## src/rtl/spram_bist.sv

```systemverilog
// March-style built-in self test for a single-port 32-bit RAM.
// Phases: write P(a), read/verify-and-write ~P(a), read-verify ~P(a).
// All outputs, including the RAM port, are registered from next-state values.
module spram_bist #(
  parameter int unsigned size       = 'h80,
  parameter int unsigned addr_width = $clog2(size) - 2
) (
  input  logic                  clk,
  input  logic                  rst_n,
  input  logic                  start,
  output logic                  busy,
  output logic                  done,
  output logic                  pass,
  output logic [addr_width-1:0] fail_addr,
  output logic [addr_width-1:0] ram_addr,
  output logic                  ram_ce,
  output logic [3:0]            ram_we,
  output logic [31:0]           ram_d,
  input  logic [31:0]           ram_q
);

  localparam int unsigned data_w = 32;
  localparam logic [addr_width-1:0] last_addr = '1;

  localparam logic [2:0] st_idle  = 3'd0;
  localparam logic [2:0] st_wr    = 3'd1;
  localparam logic [2:0] st_rw_r  = 3'd2;
  localparam logic [2:0] st_rw_w  = 3'd3;
  localparam logic [2:0] st_rd    = 3'd4;
  localparam logic [2:0] st_flush = 3'd5;
  localparam logic [2:0] st_done  = 3'd6;

  // Background pattern: inverted address in the upper half, address in the lower.
  function automatic logic [data_w-1:0] pat(input logic [addr_width-1:0] a);
    logic [15:0] a16;
    a16 = 16'(a);
    return {~a16, a16};
  endfunction

  logic [2:0]            state, state_nxt;
  logic [addr_width-1:0] addr_nxt;
  logic                  rd_valid, rd_valid_nxt;
  logic [addr_width-1:0] rd_addr, rd_addr_nxt;
  logic                  busy_nxt, done_nxt, pass_nxt;
  logic [addr_width-1:0] fail_addr_nxt;
  logic                  ce_nxt;
  logic [3:0]            we_nxt;
  logic [data_w-1:0]     d_nxt;

  // State, address counter, read pipeline and all outputs.
  always_ff @(posedge clk or negedge rst_n) begin
    if (!rst_n) begin
      state     <= st_idle;
      ram_addr  <= '0;
      rd_valid  <= 1'b0;
      rd_addr   <= '0;
      busy      <= 1'b0;
      done      <= 1'b0;
      pass      <= 1'b0;
      fail_addr <= '0;
      ram_ce    <= 1'b0;
      ram_we    <= 4'h0;
      ram_d     <= '0;
    end else begin
      state     <= state_nxt;
      ram_addr  <= addr_nxt;
      rd_valid  <= rd_valid_nxt;
      rd_addr   <= rd_addr_nxt;
      busy      <= busy_nxt;
      done      <= done_nxt;
      pass      <= pass_nxt;
      fail_addr <= fail_addr_nxt;
      ram_ce    <= ce_nxt;
      ram_we    <= we_nxt;
      ram_d     <= d_nxt;
    end
  end

  // Next-state, compare and next-output decode.
  always_comb begin
    state_nxt     = state;
    addr_nxt      = ram_addr;
    rd_valid_nxt  = 1'b0;
    rd_addr_nxt   = rd_addr;
    pass_nxt      = pass;
    fail_addr_nxt = fail_addr;
    busy_nxt      = 1'b0;
    done_nxt      = 1'b0;
    ce_nxt        = 1'b0;
    we_nxt        = 4'h0;
    d_nxt         = '0;

    case (state)
      st_idle, st_done: begin
        if (start) begin
          state_nxt     = st_wr;
          addr_nxt      = '0;
          pass_nxt      = 1'b0;
          fail_addr_nxt = '0;
        end
      end
      st_wr: begin
        if (ram_addr == last_addr) begin
          state_nxt = st_rw_r;
          addr_nxt  = '0;
        end else begin
          addr_nxt = ram_addr + addr_width'(1);
        end
      end
      st_rw_r: state_nxt = st_rw_w;
      st_rw_w: begin
        if (ram_q != pat(ram_addr)) begin
          state_nxt     = st_done;
          fail_addr_nxt = ram_addr;
          pass_nxt      = 1'b0;
          addr_nxt      = '0;
        end else if (ram_addr == last_addr) begin
          state_nxt = st_rd;
          addr_nxt  = '0;
        end else begin
          state_nxt = st_rw_r;
          addr_nxt  = ram_addr + addr_width'(1);
        end
      end
      st_rd: begin
        rd_valid_nxt = 1'b1;
        rd_addr_nxt  = ram_addr;
        if (rd_valid && (ram_q != ~pat(rd_addr))) begin
          state_nxt     = st_done;
          fail_addr_nxt = rd_addr;
          pass_nxt      = 1'b0;
          addr_nxt      = '0;
        end else if (ram_addr == last_addr) begin
          state_nxt = st_flush;
          addr_nxt  = '0;
        end else begin
          addr_nxt = ram_addr + addr_width'(1);
        end
      end
      st_flush: begin
        state_nxt = st_done;
        addr_nxt  = '0;
        if (ram_q != ~pat(rd_addr)) begin
          fail_addr_nxt = rd_addr;
          pass_nxt      = 1'b0;
        end else begin
          pass_nxt = 1'b1;
        end
      end
      default: begin
        state_nxt = st_idle;
        addr_nxt  = '0;
      end
    endcase

    case (state_nxt)
      st_wr: begin
        ce_nxt = 1'b1;
        we_nxt = 4'hF;
        d_nxt  = pat(addr_nxt);
      end
      st_rw_r: ce_nxt = 1'b1;
      st_rw_w: begin
        ce_nxt = 1'b1;
        we_nxt = 4'hF;
        d_nxt  = ~pat(addr_nxt);
      end
      st_rd:   ce_nxt = 1'b1;
      default: ce_nxt = 1'b0;
    endcase

    busy_nxt = (state_nxt == st_wr) || (state_nxt == st_rw_r) || (state_nxt == st_rw_w) ||
               (state_nxt == st_rd) || (state_nxt == st_flush);
    done_nxt = (state_nxt == st_done);
  end

endmodule

```

## config.mk

```make
export PLATFORM = sky130hd
export DESIGN_NAME = spram_bist
export DESIGN_NICKNAME = d
export VERILOG_FILES = /design/src/rtl/spram_bist.sv
export SDC_FILE = /design/constraint.sdc
export NUM_CORES = 1
export LEC_CHECK = 0
export BUFFER_PORTS_ARGS = -buffer_cell sky130_fd_sc_hd__buf_2
export CAP_MARGIN = 20
export CORE_AREA = 2 2 90 57
export DETAILED_ROUTE_END_ITERATION = 10
export DIE_AREA = 0 0 92 59
export GPL_TIMING_DRIVEN = 0
export PLACE_DENSITY = 0.79
export SYNTH_ARGS = -nofsm -noshare
export SYNTH_HDL_FRONTEND = slang
export SYNTH_SLANG_ARGS = --single-unit
```

## constraint.sdc

```tcl
create_clock -name clk -period 3.7 [get_ports clk]
set_input_delay 0.74 -clock clk [delete_from_list [all_inputs] [get_ports clk]]
set_output_delay 0.74 -clock clk [all_outputs]
set_load 0.1 [all_outputs]
```

==> results <==
- The run finished with clean final reports.
- Along the worst path, the maximum fanout reaches 5.
- The via count of the first global-routing pass was 1825.
- Clock-pin slew was measured on the worst setup and hold paths at 0.08 ns.
- The count of nets left with antenna violations once routing finished came out at 0.
- After synthesis, flip-flops and latches occupy 40.47% of the total area.
- The max-slew violation total from the final report is 0.
- After detailed routing, the average wire length per cell comes to 14.10 um.
- The H-tree was split into 2 levels.
- The congestion estimate from routability-driven global placement came to 0.8728.
- The flip-flop and latch count after synthesis is 36.
- Global routing finished with a remaining overflow of 0.
- The number of rows created at floorplan is 19.
- The clock passes through at most 2 buffers.
- The total routing usage reported by global routing is 21.31%.
- Synthesis produced 223 cells.
- The routed wire length is 5329 um.
- The initial antenna violation count is 0.
- The worst clock skew is 0.006410 ns.
- The worst pin sits at a relative slew slack of 46.64%.
- The critical path capture point type is a flop.
- The setup TNS is 0 ns.
- The count of placed standard cells including taps is 370.
- The count of final setup violators is 0.
- The critical path in this run is classified as primary input to flop.
- The number of different library cells in the post-synthesis netlist is 54.
- The initial detailed-routing violation count is 135.
- The maximum number of pins on one net before global-route repair is 37.
- The launching element type of the critical path is a primary input.
- For this run, the number of Yosys warnings is 0.
- The cell area that synthesis handed to floorplanning was 2226 um^2.
- The tree built by TritonCTS fans out to 36 sinks.
- Among all stages on the critical path, the largest delay is contributed by sky130_fd_sc_hd__or4_1.
- By area the synthesized netlist is led by sky130_fd_sc_hd__dfrtp_1 (40%), sky130_fd_sc_hd__buf_4 (7.8%), sky130_fd_sc_hd__mux2_2 (5.1%).
- The count of TritonRoute iterations in the first routing pass is 4.
- Walking the worst path, the cells encountered are buf_2, or4_1, or4_4, nor4_4, nor3_2, o211ai_4, mux2_2.
- The slew at the pin closest to its max-slew limit is 0.8004 ns.
- The number of nets produced by synthesis is 260.
- In this run the vertical extent of the chip is 59 um.
- Clock tree synthesis inserted a total of 5 buffers.
- In this run, synthesis inferred 0 flip-flops with an integrated enable.
- For this configuration, the core starts out at a cell density of 49.28%.
- In this run the tool buffered the top-level ports with 84 buffer cells.
- The worst path uses 76.62% of the clock period.
- The number of setup buffers added after CTS is 0.
- The path category of the worst min-delay check is flop to flop.
- After detailed routing, the number of remaining DRC violations is 0.
- On the worst path, the slowest cell contributes a delay of 0.51 ns.
- The hold violation count in the final report is 0.
- Of the cells placed in the final design, the portion with a size suffix greater than 1 is 42.22%.
- The count of cells in the finished layout, fillers not included, comes to 378.
- The most common flop cell mapped by yosys is sky130_fd_sc_hd__dfrtp_1.
- The wire-length estimate of the detail-placed layout is 4097 um.
- The post-layout minimum cycle time is 2.835 ns.
- TritonCTS built the clock tree.
- The I/O pin total is 85.
- The largest area contributor in the netlist is sky130_fd_sc_hd__dfrtp_1.
- The total number of nets in the final design is 351.
- The critical path required time is 3.89 ns.
- From synthesis to final layout, the design area changed by 27.43%.
- After clock tree synthesis, the flow added hold-fix buffers numbering 0.
- The share of the synthesized area in the top cell type is 40.47%.
- The area of the placeable core is 4517 um^2.
- Data arrives at the worst endpoint at 3.02 ns.
- The root buffer selected by CTS is sky130_fd_sc_hd__clkbuf_8.
- The repair_antennas step left the layout with diodes totalling 0.
- The async set or reset register ratio after synthesis is 100.0%.
- Setup repair after global routing left no endpoint under its margin.
- The clock reaches the later pin of the worst-skew pair after 0.30 ns.
- The maximum frequency from static timing analysis is 352.7 MHz.
- The die covers 5428 um^2.
- The post-cts sizing count is 0.
- The wire length of the first global-routing pass is 8901 um.
- The number of max-cap violations is 0.
- The routed layout has 2003 vias.
- The average cell area after synthesis is 9.982 um^2.
- The floorplan step set the die width to 92 um.
- In the routed layout, each cell is associated on average with a via count of 5.299.
## cell usage after synthesis (all sizes together), types with 4 or more instances
| library cell | n |
|---|---|
| dfrtp | 36 |
| buf | 25 |
| nor2 | 13 |
| clkbuf | 10 |
| mux2 | 10 |
| o21ai | 10 |
| inv | 8 |
| nand2 | 8 |
| nand2b | 8 |
| nor2b | 7 |
| a32o | 5 |
| and3b | 5 |
| nor3b | 5 |
| nor4 | 5 |
| a221o | 4 |
| nand4 | 4 |
| o22ai | 4 |
| xnor2 | 4 |
## final timing paths
| kind | start | end | cells after the start | slack, ns |
|---|---|---|---|---|
| worst max-delay path | ram_q[7] | fail_addr[4] | 7 | 0.86 |
| min in group asynchronous | rst_n | ram_d[1] | 1 | 0.52 |
| max in group asynchronous | rst_n | state[0] | 1 | 2.67 |
| worst max register to register | rd_addr[1] | fail_addr[4] | 6 | 1.01 |
| worst min-delay path | pass | pass | 1 | 0.49 |
| worst min register to register | pass | pass | 1 | 0.49 |
## placed cells by master (no fill, tap or decap), drive strengths merged, types with 5 or more instances in the layout
master	instances
a32o	5
and3b	5
buf	109
clkbuf	15
dfrtp	36
inv	8
mux2	10
nand2	8
nand2b	8
nor2	13
nor2b	7
nor3b	5
nor4	5
o21ai	10
## cell families after synthesis
kind of cell	Yosys count	synth area share, %
AOI/OAI and AO/OA	52	18.66
xor gates and xnor gates	7	2.754
adders and majority gates	3	1.574
buffers and inverters	43	11.13
DFF	36	40.47
muxes	10	5.059
and+or+nand+nor	72	20.35
## flip-flops by register name, summed over array words and instances (netlist names)
name       flops
state          3
pass           1
busy           1
rd_valid       1
ram_addr       5
ram_d         12
done           1
fail_addr      5
ram_ce         1
rd_addr        5
ram_we         1
## layer usage
| layer | up-vias | part of all wire, % | global-route usage [%] |
|---|---|---|---|
| met5 | - | 0 | 0 |
| met3 | 7 | 10 | 5.089 |
| li1 | 976 | - | - |
| met4 | 0 | 1.3 | 7.463 |
| met1 | 930 | 47 | 30.11 |
| met2 | 90 | 41 | 32.67 |
## critical path, delay by kind of cell
family                 cells  cell delay [ns]
AO/OA/AOI/OAI              1             0.29
multiplexers               1             0.37
buffers and inverters      1             0.10
AND/OR/NAND/NOR            4             1.52
## cell type report
class	count	area, um^2
Fill cell	402	1680
Multi-Input combinational cell	144	1077
Clock inverter	3	42.54
Tap cell	63	78.83
Timing Repair Buffer	84	420.4
Clock buffer	5	68.82
Sequential cell	36	900.9
Inverter	8	30.03
Buffer	35	217.7
## per-stage QoR
stage	setup WS (ns)	hold WS (ns)	utilization [%]	cell area, um^2
global placement	0.5768	0.4728	60.33	2725
finish	0.8650	0.4880	62.80	2836
global route	0.6979	0.5132	62.80	2836
floorplan	0.8441	0.4444	-	2226
detailed placement	0.5694	0.4776	60.33	2725
CTS	0.8753	0.4950	62.80	2836
Power is not shown: default switching activity piles up to over one toggle a cycle in this logic, so the estimate is an artifact.
